==> config.mk <==
export PLATFORM = sky130hd
export DESIGN_NAME = timer_irq_source_flat
export DESIGN_NICKNAME = d
export VERILOG_FILES = /design/src/rtl/timer_irq_source_pkg.sv /design/src/rtl/timer_irq_source_if.sv /design/src/rtl/timer_irq_source.sv /design/src/flat_wrapper.sv
export SDC_FILE = /design/constraint.sdc
export NUM_CORES = 1
export LEC_CHECK = 0
export BUFFER_PORTS_ARGS = -buffer_cell sky130_fd_sc_hd__buf_2
export CORE_MARGIN = 1.5
export CORE_UTILIZATION = 51
export DETAILED_ROUTE_END_ITERATION = 8
export HOLD_SLACK_MARGIN = 0.06
export PLACE_DENSITY = 0.78
export REMOVE_ABC_BUFFERS = 1
export SETUP_SLACK_MARGIN = 0.4
export SLEW_MARGIN = 30
export SYNTH_ARGS = -nofsm -noshare
export SYNTH_HDL_FRONTEND = slang
export SYNTH_SLANG_ARGS = --single-unit
==> constraint.sdc <==
create_clock -name clk -period 2.08 [get_ports clk]
set_input_delay 0.208 -clock clk [delete_from_list [all_inputs] [get_ports clk]]
set_output_delay 0.208 -clock clk [all_outputs]
set_load 0.01 [all_outputs]
==> src/rtl/timer_irq_source_pkg.sv <==
// Shared definitions for the down-counting timer interrupt source:
// register offsets, CTRL bit positions, mode codes and FSM state encoding.
package timer_irq_source_pkg;

    // Word offsets on the bridge bus
    localparam logic [1:0] TMR_CTRL   = 2'd0;
    localparam logic [1:0] TMR_PRESET = 2'd1;
    localparam logic [1:0] TMR_COUNT  = 2'd2;

    // CTRL bit positions
    localparam int CTRL_EN      = 0;
    localparam int CTRL_MODE_LO = 1;
    localparam int CTRL_MODE_HI = 2;
    localparam int CTRL_IM      = 3;

    // Mode codes; 2'b1x behaves as one-shot
    localparam logic [1:0] MODE_ONESHOT = 2'b00;
    localparam logic [1:0] MODE_RELOAD  = 2'b01;

    typedef enum logic [1:0] {
        S_IDLE = 2'd0,
        S_LOAD = 2'd1,
        S_CNT  = 2'd2,
        S_INT  = 2'd3
    } tmr_state_e;

    // Only the exact reload code reloads; every other code is one-shot.
    function automatic logic is_reload(input logic [1:0] mode);
        return (mode == MODE_RELOAD);
    endfunction

endpackage

==> src/rtl/timer_irq_source_if.sv <==
// Bridge-side register bus of the timer.
// Bus semantics: there is no valid/ready pair. A write is accepted
// unconditionally on every rising clk edge where we=1, at word offset addr;
// rdata is a combinational read of the register selected by addr and is
// valid in the same cycle addr is presented (no wait states).
interface timer_irq_source_if;
    logic [1:0]  addr;
    logic        we;
    logic [31:0] wdata;
    logic [31:0] rdata;

    modport master (output addr, output we, output wdata, input rdata);
    modport slave  (input addr, input we, input wdata, output rdata);
endinterface

==> src/rtl/timer_irq_source.sv <==
// Memory-mapped down-counting timer driving one CP0 hwint line.
// Counts PRESET down to 0, then raises irq: level (held until a CTRL or
// PRESET write) in one-shot mode, a one-cycle pulse per period in reload mode.
module timer_irq_source
    import timer_irq_source_pkg::*;
#(
    parameter int WIDTH = 32
) (
    input  logic                clk,
    input  logic                clr_n,
    timer_irq_source_if.slave   bus,
    output logic                irq,
    output tmr_state_e          state_dbg
);

    tmr_state_e       state_q, state_d;
    logic [3:0]       ctrl_q, ctrl_d;
    logic [WIDTH-1:0] preset_q, preset_d;
    logic [WIDTH-1:0] count_q, count_d;
    logic             flag_q, flag_d;

    logic ctrl_wr;
    logic preset_wr;
    logic reload_mode;

    assign ctrl_wr     = bus.we && (bus.addr == TMR_CTRL);
    assign preset_wr   = bus.we && (bus.addr == TMR_PRESET);
    assign reload_mode = is_reload(ctrl_q[CTRL_MODE_HI:CTRL_MODE_LO]);

    // State and register file, cleared asynchronously by clr_n
    always_ff @(posedge clk or negedge clr_n) begin
        if (!clr_n) begin
            state_q  <= S_IDLE;
            ctrl_q   <= 4'd0;
            preset_q <= '0;
            count_q  <= '0;
            flag_q   <= 1'b0;
        end else begin
            state_q  <= state_d;
            ctrl_q   <= ctrl_d;
            preset_q <= preset_d;
            count_q  <= count_d;
            flag_q   <= flag_d;
        end
    end

    // Next-state logic: bus writes, counting, and interrupt flag handling
    always_comb begin
        state_d  = state_q;
        count_d  = count_q;
        ctrl_d   = ctrl_wr ? bus.wdata[3:0] : ctrl_q;
        preset_d = preset_wr ? bus.wdata[WIDTH-1:0] : preset_q;
        flag_d   = flag_q;

        // A CTRL/PRESET write acknowledges the flag; reload mode self-clears it
        if (ctrl_wr || preset_wr) begin
            flag_d = 1'b0;
        end else if (flag_q && reload_mode) begin
            flag_d = 1'b0;
        end

        case (state_q)
            S_IDLE: begin
                if (ctrl_q[CTRL_EN]) begin
                    state_d = S_LOAD;
                end
            end
            S_LOAD: begin
                // PRESET is sampled only here, so mid-count writes wait
                count_d = preset_q;
                state_d = S_CNT;
            end
            S_CNT: begin
                if (!ctrl_q[CTRL_EN]) begin
                    state_d = S_IDLE;
                end else if (count_q != '0) begin
                    count_d = count_q - WIDTH'(1);
                end else begin
                    state_d = S_INT;
                end
            end
            S_INT: begin
                state_d = S_IDLE;
                if (ctrl_wr) begin
                    // Bus value owns CTRL; flag survives only if new mode reloads
                    flag_d = is_reload(bus.wdata[CTRL_MODE_HI:CTRL_MODE_LO]);
                end else begin
                    flag_d = 1'b1;
                    if (!reload_mode) begin
                        ctrl_d[CTRL_EN] = 1'b0;
                    end
                end
            end
            default: begin
                state_d = S_IDLE;
            end
        endcase
    end

    // Combinational register read mux
    always_comb begin
        case (bus.addr)
            TMR_CTRL:   bus.rdata = {28'd0, ctrl_q};
            TMR_PRESET: bus.rdata = 32'(preset_q);
            TMR_COUNT:  bus.rdata = 32'(count_q);
            default:    bus.rdata = 32'd0;
        endcase
    end

    assign irq       = flag_q & ctrl_q[CTRL_IM];
    assign state_dbg = state_q;

endmodule

==> src/flat_wrapper.sv <==
// flat-port wrapper written by rule: the top's interface ports become plain ports
module timer_irq_source_flat import timer_irq_source_pkg::*;
#(
    parameter int WIDTH = 32
)
  (clk, clr_n, irq, state_dbg, bus_addr, bus_we, bus_wdata, bus_rdata);
  timer_irq_source_if bus_i ();
  input  logic clk;
  input  logic clr_n;
  output logic irq;
  output tmr_state_e state_dbg;
  input wire logic [$bits(bus_i.addr)-1:0] bus_addr;
  input wire logic [$bits(bus_i.we)-1:0] bus_we;
  input wire logic [$bits(bus_i.wdata)-1:0] bus_wdata;
  output wire logic [$bits(bus_i.rdata)-1:0] bus_rdata;
  assign bus_i.addr = bus_addr;
  assign bus_i.we = bus_we;
  assign bus_i.wdata = bus_wdata;
  assign bus_rdata = bus_i.rdata;
  timer_irq_source #(.WIDTH(WIDTH)) u_core (.clk(clk), .clr_n(clr_n), .bus(bus_i), .irq(irq), .state_dbg(state_dbg));
endmodule
Word level (Yosys, flattened, before mapping)
Cells that the tools add are included.
{ "word_totals": {"reg_bits": 71, "output_inout_bits": 35, "wordCells": 46} }
{ "op_classes": {"n_addsub": 1, "n_eq_ne": 11, "mux": 16, "bitwise_logic": 1, "reduce_logical": 11} }
{ "ops": {"columns": ["op", "count"], "rows": [
  ["$pmux 32 s3", 1],
  ["$mux 32", 2],
  ["$pmux 32 s2", 1],
  ["$reduce_bool 32->1", 1],
  ["$sub 32x1->32 const B", 1],
  ["$eq 2x1->1 const B", 4],
  ["$mux 1", 8],
  ["$pmux 2 s4", 1],
  ["$eq 2x2->1 const B", 3],
  ["$mux 2", 3],
  ["$ne 2x1->1 const B", 3],
  ["$logic_not 2->1", 2],
  ["$logic_and 1x1->1", 3],
  ["$ne 3x3->1 const B", 1],
  ["$reduce_and 3->1", 1],
  ["$reduce_bool 3->1", 1],
  ["$reduce_and 2->1", 1],
  ["$reduce_bool 2->1", 1],
  ["$and 1x1->1", 1],
  ["$logic_or 1x1->1", 1]
]} }

Longest topological paths before layout
Gate-level depths: netlist (run 1).
{ "depth": {"depth_word": 6, "depth_mapped": 9} }

Worst setup path before layout (run 1)
Ideal clock, no wire load.
{ "synth_timing": {"kind": "register -> register", "startpoint": "register u_core.state_q[1] (netlist: u_core.state_dbg[1])", "endpoint": "register u_core.count_q[13]", "arrival_time_ns": 2.306, "t_required_ns": 1.998, "setup_slack_ns": -0.308, "stages_incl_launch_ff": 8, "synth_period_minus_slack_ns": 2.388, "path_cell_list": "dfrtp_1 -> inv_1 -> ha_1 -> clkbuf_1 -> and2_1 -> or4b_1 -> or4_1 -> a31oi_1"} }
{ "synth_between": {"elab_chain_len": 3, "elab_cells_between_ends": 7, "classes_between": "4 x eq/ne; 1 x mux; 2 x reduce/logical"} }
{ "synth_lines": {"columns": ["element", "line", "rtl"], "rows": [
  ["from (decl)", "timer_irq_source.sv:16", "tmr_state_e state_q, state_d;"],
  ["from (signal assigned)", "timer_irq_source.sv:39", "state_q <= state_d;"],
  ["$eq 2x2->1 or $eq 2x1->1 (tied branches)", "timer_irq_source.sv:62", "case (state_q)"],
  ["$ne 2x1->1 (no line) or $reduce_bool 2->1 (tied branches)", null, null],
  ["$reduce_and 3->1 (no line)", null, null],
  ["to (signal assigned)", "timer_irq_source.sv:42", "count_q <= count_d;"],
  ["to (decl)", "timer_irq_source.sv:19", "logic [WIDTH-1:0] count_q, count_d;"]
]} }
Several ways; a longest one is shown, not always the timed one.
A chain may end at the register's enable or synchronous reset.

Final worst setup path (run 1)
{ "layout_timing": {"startpoint": "register u_core.count_q[0]", "endpoint": "register u_core.count_q[13]"} }
{ "layout_between": {"elab_chain_len": 4, "elab_cells_between_ends": 7, "classes_between": "1 x add/sub; 1 x eq/ne; 3 x mux; 2 x reduce/logical"} }
{ "layout_lines": {"columns": ["element", "line", "rtl"], "rows": [
  ["$sub 32x1->32", "timer_irq_source.sv:77", "count_d = count_q - WIDTH'(1);"],
  ["$mux 32", "timer_irq_source.sv:76", "end else if (count_q != '0) begin"],
  ["$mux 32", "timer_irq_source.sv:74", "if (!ctrl_q[CTRL_EN]) begin"],
  ["$pmux 32 s2", "timer_irq_source.sv:62", null]
]} }
Several ways; a longest one is shown, not always the timed one. The select of a mux whose other input is x is not followed.

==> results of run 1 <==
[synth_stat cells (2+ instances only)]
cell type                  number  area [µm²]
sky130_fd_sc_hd__a21oi_1       14       70.07
sky130_fd_sc_hd__a221o_1        5       50.05
sky130_fd_sc_hd__a22o_1        28       245.2
sky130_fd_sc_hd__a22oi_1        4       30.03
sky130_fd_sc_hd__a31oi_1        3       18.77
sky130_fd_sc_hd__and2_1         7       43.79
sky130_fd_sc_hd__buf_1          5       18.77
sky130_fd_sc_hd__buf_2          3       15.01
sky130_fd_sc_hd__clkbuf_1      19       71.32
sky130_fd_sc_hd__dfrtp_1       71        1777
sky130_fd_sc_hd__ha_1           5       62.56
sky130_fd_sc_hd__inv_1          6       22.52
sky130_fd_sc_hd__mux2_2        35       394.1
sky130_fd_sc_hd__mux2i_1       15       150.1
sky130_fd_sc_hd__nand2_1       35       131.4
sky130_fd_sc_hd__nand2b_1       5       31.28
sky130_fd_sc_hd__nand3_1       10       50.05
sky130_fd_sc_hd__nand4_1        6       37.54
sky130_fd_sc_hd__nand4b_1       2       17.52
sky130_fd_sc_hd__nor2_1        19       71.32
sky130_fd_sc_hd__nor2b_1        4       25.02
sky130_fd_sc_hd__nor3_1        12       60.06
sky130_fd_sc_hd__nor3_2         2       20.02
sky130_fd_sc_hd__nor3_4         2       32.53
sky130_fd_sc_hd__nor4_1        12       75.07
sky130_fd_sc_hd__o211ai_1       9       67.56
sky130_fd_sc_hd__o21ai_0       18       90.09
sky130_fd_sc_hd__o22ai_1        8       50.05
sky130_fd_sc_hd__o311ai_0       6       52.55
sky130_fd_sc_hd__o31a_1         2       17.52
sky130_fd_sc_hd__o31ai_1        3       22.52
sky130_fd_sc_hd__or2_0          2       12.51
sky130_fd_sc_hd__or2_2          4       25.02
sky130_fd_sc_hd__or3_1          2       12.51
sky130_fd_sc_hd__or4_1          9       67.56
sky130_fd_sc_hd__or4b_1         2       20.02
[layer usage]
metal	part of all wire	up-vias
li1	-	1896
met1	0.38	2208
met2	0.47	377
met3	0.086	122
met4	0.064	0
met5	0	-
[report_power, final]
group	total (mW)	switching, mW	internal [mW]
Clock	1.51	0.557	0.954
Combinational	5.62	3.04	2.57
Sequential	2.41	0.530	1.88
[cells by family (layout without fill, tap and decap cells)]
kind of cell | count (synthesis) | count (layout)
simple gates | 142 | 142
compound gates | 109 | 109
mux | 50 | 50
buf+inv | 35 | 195
xor+xnor | 1 | 1
fa+ha+maj | 5 | 5
flops | 71 | 71
[registers in the layout, summed over array words and instances, names as in the netlist]
register / flops
u_core.count_q: 32
u_core.preset_q: 32
u_core.ctrl_q: 4
u_core.state_dbg: 2
u_core.flag_q: 1
[what timing repair did]
action / in CTS / in global routing
gates resized for setup: 66 / 44
setup buffers: 17 / 6
endpoints found under the hold margin: 28 / 0
setup endpoints to repair: 34 / 36
hold buffers: 1 / 0
gates cloned: 1 / 1
pin swaps: 22 / 31
[area by class of cell]
type	count	area [µm²]
sequential	71	1779
timing repair buffer	173	1235
multi-input combinational	307	2579
inverter	6	22.52
clock buffer	11	141.4
tap	102	127.6
clock inverter	5	128.9
fill	491	1794
[worst max-delay path by stage]
stage	start	to
after floorplan	u_core.count_q[0]	u_core.count_q[0]
after global placement	u_core.count_q[0]	u_core.count_q[28]
after detailed placement	u_core.count_q[0]	u_core.count_q[19]
after CTS	u_core.count_q[1]	u_core.count_q[26]
after global routing	u_core.count_q[0]	u_core.count_q[13]
final	u_core.count_q[0]	u_core.count_q[13]
[critical path: cells and delay by family, from the launching register on]
| kind | cells | cell delay (ns) |
|---|---|---|
| AND/OR/NAND/NOR | 4 | 1.29 |
| flip-flops | 1 | 0.41 |
| AO/OA/AOI/OAI | 1 | 0.24 |
| buffers and inverters | 2 | 0.26 |
==> impl_metrics.env, run 1 <==
export IMPL_finClkSkew_ns=0.01227
export IMPL_cp_data_required_time_ns=2.35
export IMPL_dominant_combinational_cell_family_by_area_after_synthesis="simple AND/OR/NAND/NOR gates"
export IMPL_met3_usage=0.05203
export IMPL_clock_latency_ns=0.37
export IMPL_dpl_worst_slack_ns=-0.09592
export IMPL_cts_buffers_inserted=9
export IMPL_setup_reg_to_reg_worst_slack_ns=-0.21
export IMPL_failed_checks="setup timing"
export IMPL_clk_path_buf_depth=2
export IMPL_initial_utilization=0.5338
export IMPL_cellPowerDensity_nw_per_um2=1586
export IMPL_placedCellCount=633
export IMPL_clk_root_buffer_cell="sky130_fd_sc_hd__clkbuf_8"
export IMPL_status="finished, violations left"
export IMPL_setup_worst_path_end_class="flip-flop"
export IMPL_hold_path_end="u_core.preset_q[18]"
export IMPL_worstRegToRegCells=7
export IMPL_finalSetupTns_ns=-3.764
export IMPL_cp_max_delay_cell="sky130_fd_sc_hd__or4b_4"
export IMPL_drtPass1Iterations=6
export IMPL_hold_violations=0
export IMPL_synth_simple_gate_area_frac=0.1978
export IMPL_gr_max_usage_layer="met2"
export IMPL_worst_pin_slew_ns=0.7243
export IMPL_critical_path_reg2reg_endpoint="u_core.count_q[13]"
export IMPL_antenna_cells=0
export IMPL_ir_drop_v=0.0008844
export IMPL_synth_xor_area_share=0.002101
export IMPL_syn_to_final_growth_pct=44.28
export IMPL_crit_chain="buf_6 -> nor2_2 -> buf_6 -> nand4_4 -> or4b_4 -> or4_4 -> a31oi_1"
export IMPL_crit_fanout=7
export IMPL_critical_path_top_cell_by_count="sky130_fd_sc_hd__buf_6"
export IMPL_globalRoute_totalOverflow=0
export IMPL_layout_cells_most_common="sky130_fd_sc_hd__buf_4"
export IMPL_commonest_cells_after_routing_fill_and_taps_aside="sky130_fd_sc_hd__buf_4 (82), sky130_fd_sc_hd__buf_2 (71), sky130_fd_sc_hd__dfrtp_1 (69)"
export IMPL_timing_critical_path_from_type="flip-flop"
export IMPL_fmax_mhz=436.0
export IMPL_htreeDepth=3
export IMPL_dieArea_um2=8724
export IMPL_worst_hold_path_type="in -> reg"
export IMPL_postPlaceCellArea_um2=5115
export IMPL_fraction_of_registers_with_async_set_reset=1.000
export IMPL_syn_cell_area_um2=4168
export IMPL_synth_yosys_seq_area_share=0.4263
export IMPL_globalRouteMet1Util=0.3970
export IMPL_max_cap_viol_count=0
export IMPL_yosysWarnings=0
export IMPL_clock_sinks=71
export IMPL_cts_reportedPaths_clkPinSlew_ns=0.08
export IMPL_viasPerCell=6.819
export IMPL_synth_adder_area_share=0.01501
export IMPL_detail_route_wirelength_mm=15.46
export IMPL_leakage_power_of_the_design_nw=2.617
export IMPL_grt_max_degree=33
export IMPL_yosys_cell_types=55
export IMPL_hold_path_cell_count=2
export IMPL_buffer_ports_inserted=71
export IMPL_maxSlewViolCount=0
export IMPL_r2r_start="u_core.count_q[0]"
export IMPL_synth_mux_area_fraction=0.1306
export IMPL_cp_slowest_stage_delay_ns=0.59
export IMPL_grt_setup_unrepaired="true"
export IMPL_first_pass_grt_wire_length_mm=22.41
export IMPL_io_pins=72
export IMPL_instances_no_fill=675
export IMPL_first_global_vias=4591
export IMPL_floorplan_core_area_um2=7807
export IMPL_setup_viol=30
export IMPL_remaining_drc_errors=0
export IMPL_smallest_hold_slack_ns=0.07165
export IMPL_hold_path_startpoint="bus_wdata[18]"
export IMPL_globalplace_congestion=0.9186
export IMPL_synth_edff_count=0
export IMPL_cts_tree="yes"
export IMPL_die_height_um=93.40
export IMPL_final_antenna_net_count=0
export IMPL_layout_cell_share_with_drive_strength_beyond_1=0.5113
export IMPL_critical_path_arrival_ns=2.56
export IMPL_final_core_utilization=0.7702
export IMPL_number_of_nets_in_the_finished_design=610
export IMPL_fin_area_um2=6013
export IMPL_relative_slew_slack=0.5172
export IMPL_die_width_um=93.40
export IMPL_syn_instance_count=413
export IMPL_report_power_total_mw=9.537
export IMPL_drtIter0Drc=570
export IMPL_post_route_worst_setup_slack_ns=-0.2137
export IMPL_dp_final_hpwl_mm=8.671
export IMPL_synth_main_ff_cell="sky130_fd_sc_hd__dfrtp_1"
export IMPL_min_period_ns=2.294
export IMPL_post_synth_cell_area_avg_um2=10.09
export IMPL_wl_per_cell_um=22.91
export IMPL_route_vias_total=4603
export IMPL_grt_use_total=0.3328
export IMPL_number_of_antenna_violations_at_the_first_check_in_global_routing=0
export IMPL_rows=32
export IMPL_timing_worst_setup_path_type="reg -> reg"
export IMPL_grt_met2_usage=0.5688
export IMPL_finalCritPeriodShare=1.103
export IMPL_synth_seq_cells=71
export IMPL_synth_compound_gate_area_share=0.1930
Note: power is estimated with default switching activity, not from simulation.
==> inputs of run 2 (changes only) <==
Settings changed: ABC_AREA set to 1, CORE_UTILIZATION 51 to 52.
==> run 2 against run 1 <==
Effect of this change:
- the flow now finishes without violations
- design area is 0.25% lower
- power is 4.3% lower
- combinational power barely moved
- sequential cell count did not move
- sequential power is 5% lower
- critical path type unchanged
==> impl_metrics.env, run 2 <==
export IMPL_synth_mux_area_fraction=0.04976
export IMPL_clk_root_buffer_cell="sky130_fd_sc_hd__clkbuf_8"
export IMPL_dominant_combinational_cell_family_by_area_after_synthesis="simple AND/OR/NAND/NOR gates"
export IMPL_io_pins=72
export IMPL_cts_reportedPaths_clkPinSlew_ns=0.08
export IMPL_grt_met2_usage=0.5223
export IMPL_synth_simple_gate_area_frac=0.3403
export IMPL_maxSlewViolCount=0
export IMPL_synth_largest_area_cell="sky130_fd_sc_hd__dfrtp_1"
export IMPL_critical_path_arrival_ns=1.98
export IMPL_synth_seq_cells=71
export IMPL_clock_latency_ns=0.36
export IMPL_number_of_nets_in_the_finished_design=808
export IMPL_r2r_start="u_core.count_q[20]"
export IMPL_synth_edff_count=0
export IMPL_ir_drop_v=0.0008786
export IMPL_syn_to_final_growth_pct=32.54
export IMPL_final_core_utilization=0.7192
export IMPL_rows=33
export IMPL_synth_top_cells_by_count="sky130_fd_sc_hd__nand2_1 (209), sky130_fd_sc_hd__nor2_1 (76), sky130_fd_sc_hd__dfrtp_1 (71)"
export IMPL_post_synth_cell_area_avg_um2=7.105
export IMPL_cts_tree="yes"
export IMPL_hold_violations=0
export IMPL_drtPass1Iterations=7
export IMPL_met3_usage=0.04660
export IMPL_initial_utilization=0.5426
export IMPL_antenna_cells=0
export IMPL_globalRouteMet1Util=0.3855
export IMPL_crit_chain="nor2_2 -> nand2_2 -> nor2_1 -> nand2_1 -> nor2_2 -> nand2_2 -> buf_6 -> nand3_4 -> clkbuf_16 -> nand2_1 -> nand2_1"
export IMPL_timing_critical_path_from_type="flip-flop"
export IMPL_finalSetupTns_ns=0
export IMPL_finClkSkew_ns=0.008889
export IMPL_grt_max_degree=33
export IMPL_remaining_drc_errors=0
export IMPL_floorplan_core_area_um2=8341
export IMPL_number_of_antenna_violations_at_the_first_check_in_global_routing=0
export IMPL_synth_main_ff_cell="sky130_fd_sc_hd__dfrtp_1"
export IMPL_synth_yosys_seq_area_share=0.3926
export IMPL_synth_compound_gate_area_share=0.1181
export IMPL_yosysWarnings=0
export IMPL_timing_worst_setup_path_type="reg -> reg"
export IMPL_critical_path_reg2reg_endpoint="u_core.count_q[30]"
export IMPL_die_width_um=96.29
export IMPL_synth_adder_area_share=0.01382
export IMPL_buffer_ports_inserted=71
export IMPL_first_global_vias=4536
export IMPL_syn_instance_count=637
export IMPL_layout_cells_most_common="sky130_fd_sc_hd__nand2_1"
export IMPL_route_vias_total=4773
export IMPL_globalplace_congestion=0.9606
export IMPL_worst_pin_slew_ns=0.7020
export IMPL_cp_data_required_time_ns=2.38
export IMPL_synth_xor_area_share=0.003871
export IMPL_post_synth_top_count_cell="sky130_fd_sc_hd__nand2_1"
export IMPL_worst_hold_path_type="in -> reg"
export IMPL_cp_slowest_stage_delay_ns=0.42
export IMPL_crit_path_start="u_core.count_q[20]"
export IMPL_leakage_power_of_the_design_nw=3.021
export IMPL_syn_cell_area_um2=4526
export IMPL_die_height_um=96.29
export IMPL_relative_slew_slack=0.5320
export IMPL_crit_fanout=7
export IMPL_clk_path_buf_depth=2
export IMPL_final_antenna_net_count=0
export IMPL_worstRegToRegCells=11
export IMPL_cts_buffers_inserted=9
export IMPL_detail_route_wirelength_mm=13.71
export IMPL_grt_use_total=0.3043
export IMPL_commonest_cells_after_routing_fill_and_taps_aside="sky130_fd_sc_hd__nand2_1 (182), sky130_fd_sc_hd__buf_2 (71), sky130_fd_sc_hd__dfrtp_1 (69)"
export IMPL_placedCellCount=836
export IMPL_dieArea_um2=9272
export IMPL_setup_worst_path_end_class="flip-flop"
export IMPL_critical_path_top_cell_by_count="sky130_fd_sc_hd__nand2_1"
export IMPL_layout_cell_share_with_drive_strength_beyond_1=0.3658
export IMPL_yosys_cell_types=30
export IMPL_wl_per_cell_um=15.65
export IMPL_status="finished clean"
export IMPL_min_period_ns=1.684
export IMPL_gr_max_usage_layer="met2"
export IMPL_globalRoute_totalOverflow=0
export IMPL_instances_no_fill=876
export IMPL_grt_setup_unrepaired="true"
export IMPL_report_power_total_mw=9.123
export IMPL_dp_final_hpwl_mm=9.380
export IMPL_largest_registers_ranked_by_flip_flop_count="u_core.count_q: 32 flops, u_core.preset_q: 32 flops, u_core.ctrl_q: 4 flops"
export IMPL_cp_max_delay_cell="sky130_fd_sc_hd__dfrtp_1"
export IMPL_cellPowerDensity_nw_per_um2=1521
export IMPL_fmax_mhz=593.9
export IMPL_max_cap_viol_count=0
export IMPL_viasPerCell=5.449
export IMPL_finalCritPeriodShare=0.8095
export IMPL_htreeDepth=3
export IMPL_clock_sinks=71
export IMPL_first_pass_grt_wire_length_mm=21.22
export IMPL_worst_setup_path_endpoint="u_core.count_q[30]"
export IMPL_synth_top_cell_area_share=0.3926
export IMPL_netlist_top_cells_area="sky130_fd_sc_hd__dfrtp_1 (39%), sky130_fd_sc_hd__nand2_1 (17%), sky130_fd_sc_hd__nor2_1 (6.3%)"
export IMPL_drtIter0Drc=332
export IMPL_setup_reg_to_reg_worst_slack_ns=0.40
export IMPL_fraction_of_registers_with_async_set_reset=1.000
export IMPL_setup_viol=0
run 2: critical path, delay by kind of cell, from the launching register on:
family                 cells  cell delay (ns)
buffers and inverters      2             0.30
DFF                        1             0.42
and+or+nand+nor            9             0.90
run 2: kinds of logic after synthesis:
family                   after synthesis
AND/OR/NAND/NOR                      361
XOR/XNOR                               2
buffers and inverters                 87
multiplexers                          20
AO/OA/AOI/OAI                         91
flip-flops                            71
adder cells (fa/ha/maj)                5
run 2: metrics by stage:
stage	worst slack (ns)	cell area, µm²	hold slack [ns]
final	0.3963	5998	0.07301
after global routing	0.2977	5998	0.06122
after CTS	0.3890	5692	0.06623
after detailed placement	0.1218	5265	0.2945
after global placement	-0.1323	5223	0.2704
after floorplan	-0.3476	4400	-0.08759
run 2: worst min path at each step:
stage                   from                  end  slack [ns]  depth (start not counted)
5_1_grt        bus_wdata[21]  u_core.preset_q[21]        0.06                          2
3_5_place_dp           clr_n   u_core.preset_q[5]        0.29                          1
6_report       bus_wdata[27]  u_core.preset_q[27]        0.07                          2
4_1_cts        bus_wdata[27]  u_core.preset_q[27]        0.07                          2
2_1_floorplan          clr_n    u_core.count_q[0]       -0.09                          0
3_3_place_gp           clr_n  u_core.preset_q[10]        0.27                          1
run 2: metal layers:
metal  vias up  share of wire
met2       214           0.49
met5         -              0
met4         0          0.026
li1       2299              -
met3        41          0.066
met1      2219           0.41
run 2: layout make-up:
| cell class | instances | area [µm²] |
|---|---|---|
| clock buffers | 13 | 168.9 |
| clock inverters | 3 | 40.04 |
| repair buffers | 140 | 1017 |
| well taps | 105 | 131.4 |
| multi-input cells | 479 | 2618 |
| inverters | 65 | 244.0 |
| flip-flops and latches | 71 | 1779 |
| fillers | 675 | 2342 |
run 2: report_power, final:
part           total (mW)  switching (mW)  internal, mW
clock                1.19           0.539         0.649
combinational        5.64            3.26          2.38
sequential           2.29           0.420          1.87
run 2: repair_timing:
item / CTS / global route
setup endpoints to repair: 32 / 34
pin swaps: 5 / 26
hold endpoints to repair: 25 / 0
cloned: 1 / 2
setup buffers: 9 / 11
resized for setup: 29 / 66
hold buffers: 1 / 0
==> inputs of run 3 (changes only) <==
Settings changed: ABC_AREA 1 to 0, CORE_UTILIZATION 52 to 51.
Clock period 2.08 ns to 1.4 ns, I/O delays scaled along.
==> run 3 against run 2 <==
Effect of this change:
- the flow now finishes with violations (setup timing)
- sequential cell count is the same
- clock power grew 34%
- final cell count shrank 11%
- hold slack gained 0.14 ns
- fmax shrank 31%
- first-iteration DRC count grew to 2.7 times the previous value
- largest power group unchanged
==> impl_metrics.env, run 3 (synthesis results as in run 1) <==
export IMPL_dp_final_hpwl_mm=9.337
export IMPL_cts_buffers_inserted=9
export IMPL_clk_root_buffer_cell="sky130_fd_sc_hd__clkbuf_8"
export IMPL_largest_registers_ranked_by_flip_flop_count="u_core.count_q: 32 flops, u_core.preset_q: 32 flops, u_core.ctrl_q: 4 flops"
export IMPL_hold_path_startpoint="bus_we"
export IMPL_route_met3_wl_mm=3.587
export IMPL_detail_route_wirelength_mm=23.51
export IMPL_grt_max_degree=33
export IMPL_r2r_start="u_core.count_q[0]"
export IMPL_fin_area_um2=7211
export IMPL_htreeDepth=3
export IMPL_clk_path_buf_depth=2
export IMPL_grt_setup_unrepaired="true"
export IMPL_failed_checks="setup timing"
export IMPL_timing_worst_setup_path_type="reg -> reg"
export IMPL_dieArea_um2=8724
export IMPL_post_route_worst_setup_slack_ns=-1.030
export IMPL_worst_hold_path_type="in -> reg"
export IMPL_crit_path_start="u_core.count_q[0]"
export IMPL_drtPass1Iterations=8
export IMPL_postPlaceCellArea_um2=5565
export IMPL_rows=32
export IMPL_dpl_worst_slack_ns=-0.7479
export IMPL_detailroute_wirelength_met2_mm=9.987
export IMPL_relative_slew_slack=0.5773
export IMPL_cp_data_required_time_ns=1.65
export IMPL_cp_slowest_stage_delay_ns=0.43
export IMPL_hold_violations=0
export IMPL_setup_worst_path_end_class="flip-flop"
export IMPL_die_width_um=93.40
export IMPL_maxSlewViolCount=0
export IMPL_first_global_vias=5256
export IMPL_die_height_um=93.40
export IMPL_finalSetupTns_ns=-33.30
export IMPL_cts_reportedPaths_clkPinSlew_ns=0.09
export IMPL_number_of_nets_in_the_finished_design=715
export IMPL_finalCritPeriodShare=1.736
export IMPL_commonest_cells_after_routing_fill_and_taps_aside="sky130_fd_sc_hd__buf_4 (104), sky130_fd_sc_hd__buf_2 (68), sky130_fd_sc_hd__dfrtp_1 (61)"
export IMPL_cts_tree="yes"
export IMPL_cellPowerDensity_nw_per_um2=2378
export IMPL_layout_cells_most_common="sky130_fd_sc_hd__buf_4"
export IMPL_drtIter0Drc=895
export IMPL_setup_viol=65
export IMPL_wl_per_cell_um=30.18
export IMPL_filler_cell_count=249
export IMPL_crit_chain="inv_2 -> ha_4 -> nor4b_4 -> nand3_4 -> buf_6 -> or2_4 -> o31a_1 -> a221o_1"
export IMPL_clock_latency_ns=0.39
export IMPL_viasPerCell=7.413
export IMPL_cp_max_delay_cell="sky130_fd_sc_hd__dfrtp_1"
export IMPL_syn_to_final_growth_pct=73.01
export IMPL_finClkSkew_ns=0.01792
export IMPL_min_period_ns=2.430
export IMPL_floorplan_core_area_um2=7807
export IMPL_first_pass_grt_wire_length_mm=27.71
export IMPL_critical_path_arrival_ns=2.68
export IMPL_number_of_antenna_violations_at_the_first_check_in_global_routing=1
export IMPL_status="finished, violations left"
export IMPL_smallest_hold_slack_ns=0.2170
export IMPL_crit_fanout=6
export IMPL_wirelength_met1_mm=7.341
export IMPL_globalRoute_totalOverflow=0
export IMPL_leakage_power_of_the_design_nw=3.181
export IMPL_worst_pin_slew_ns=0.6282
export IMPL_final_core_utilization=0.9236
export IMPL_initial_utilization=0.5338
export IMPL_globalplace_congestion=1.006
export IMPL_fmax_mhz=411.6
export IMPL_final_antenna_net_count=0
export IMPL_clock_sinks=71
export IMPL_io_pins=72
export IMPL_max_cap_viol_count=0
export IMPL_ir_drop_v=0.001182
export IMPL_layout_cell_share_with_drive_strength_beyond_1=0.5680
export IMPL_highest_signal_layer="met4"
export IMPL_grt_use_total=0.4220
export IMPL_timing_critical_path_from_type="flip-flop"
export IMPL_route_vias_total=5775
export IMPL_buffer_ports_inserted=71
export IMPL_remaining_drc_errors=0
## run 3: cell count changes in the layout (fill, tap and decap cells not counted), sizes merged, moves of 8 or more
cell | before | now
nor3 | 0 | 16
o21ai | 64 | 18
mux2 | 20 | 35
dlygate4sd3 | 1 | 33
nor4 | 0 | 13
nor2 | 86 | 19
nand3 | 43 | 11
buf | 136 | 245
mux2i | 0 | 15
o211ai | 1 | 9
or4 | 0 | 9
nand2 | 226 | 35
inv | 64 | 6
a22o | 0 | 28
## run 3: timing repair
action,in CTS,in global routing
resized for setup,118,78
setup endpoints to repair,71,77
gates cloned,2,0
hold buffers,33,0
hold endpoints to repair,51,0
buffers inserted,30,16
pin swaps,28,22
## run 3: path summary, 6_finish.rpt
check / to / slack [ns] / cells past startpoint
max: u_core.count_q[26] / -1.03 / 8
min: u_core.flag_q / 0.22 / 4
max reg2reg: u_core.count_q[26] / -1.03 / 8
min reg2reg: u_core.preset_q[31] / 0.55 / 1
max in group asynchronous: u_core.count_q[13] / 0.55 / 3
min in group asynchronous: u_core.count_q[30] / 0.26 / 2
## run 3: through the flow
stage / std cells / total power, mW
detailed placement: 683 / 10.55
CTS: 762 / 13.99
global route: 779 / 17.49
global placement: 683 / 10.31
floorplan: 384 / 6.647
finish: 779 / 17.15
## run 3: power breakdown
group	total, mW	switching, mW	internal [mW]
Clock	1.59	0.869	0.722
Sequential	3.79	0.979	2.81
Combinational	11.8	6.19	5.58
## run 3: critical path: cells and delay by family (launching register included)
family / cells / cell delay, ns
and+or+nand+nor: 3 / 0.84
adders and majority gates: 1 / 0.14
buffers and inverters: 2 / 0.27
DFF: 1 / 0.43
AOI/OAI and AO/OA: 2 / 0.60
## run 3: metal layers
metal | track usage | up-vias
met5 | 0 | -
met4 | 0.2816 | 0
met3 | 0.1073 | 317
met2 | 0.6721 | 726
met1 | 0.5003 | 2626
li1 | - | 2106
## run 3: area by class of cell
cell class / instances / area [µm²] / area share
multi-input combinational: 307 / 2730 / 0.3786
timing repair buffer: 278 / 2375 / 0.3293
antenna: 1 / 2.502 / 0.0003470
tap: 102 / 127.6 / 0.01770
sequential: 71 / 1789 / 0.2481
clock buffer: 13 / 158.9 / 0.02204
clock inverter: 1 / 5.005 / 0.0006941
inverter: 6 / 22.52 / 0.003123
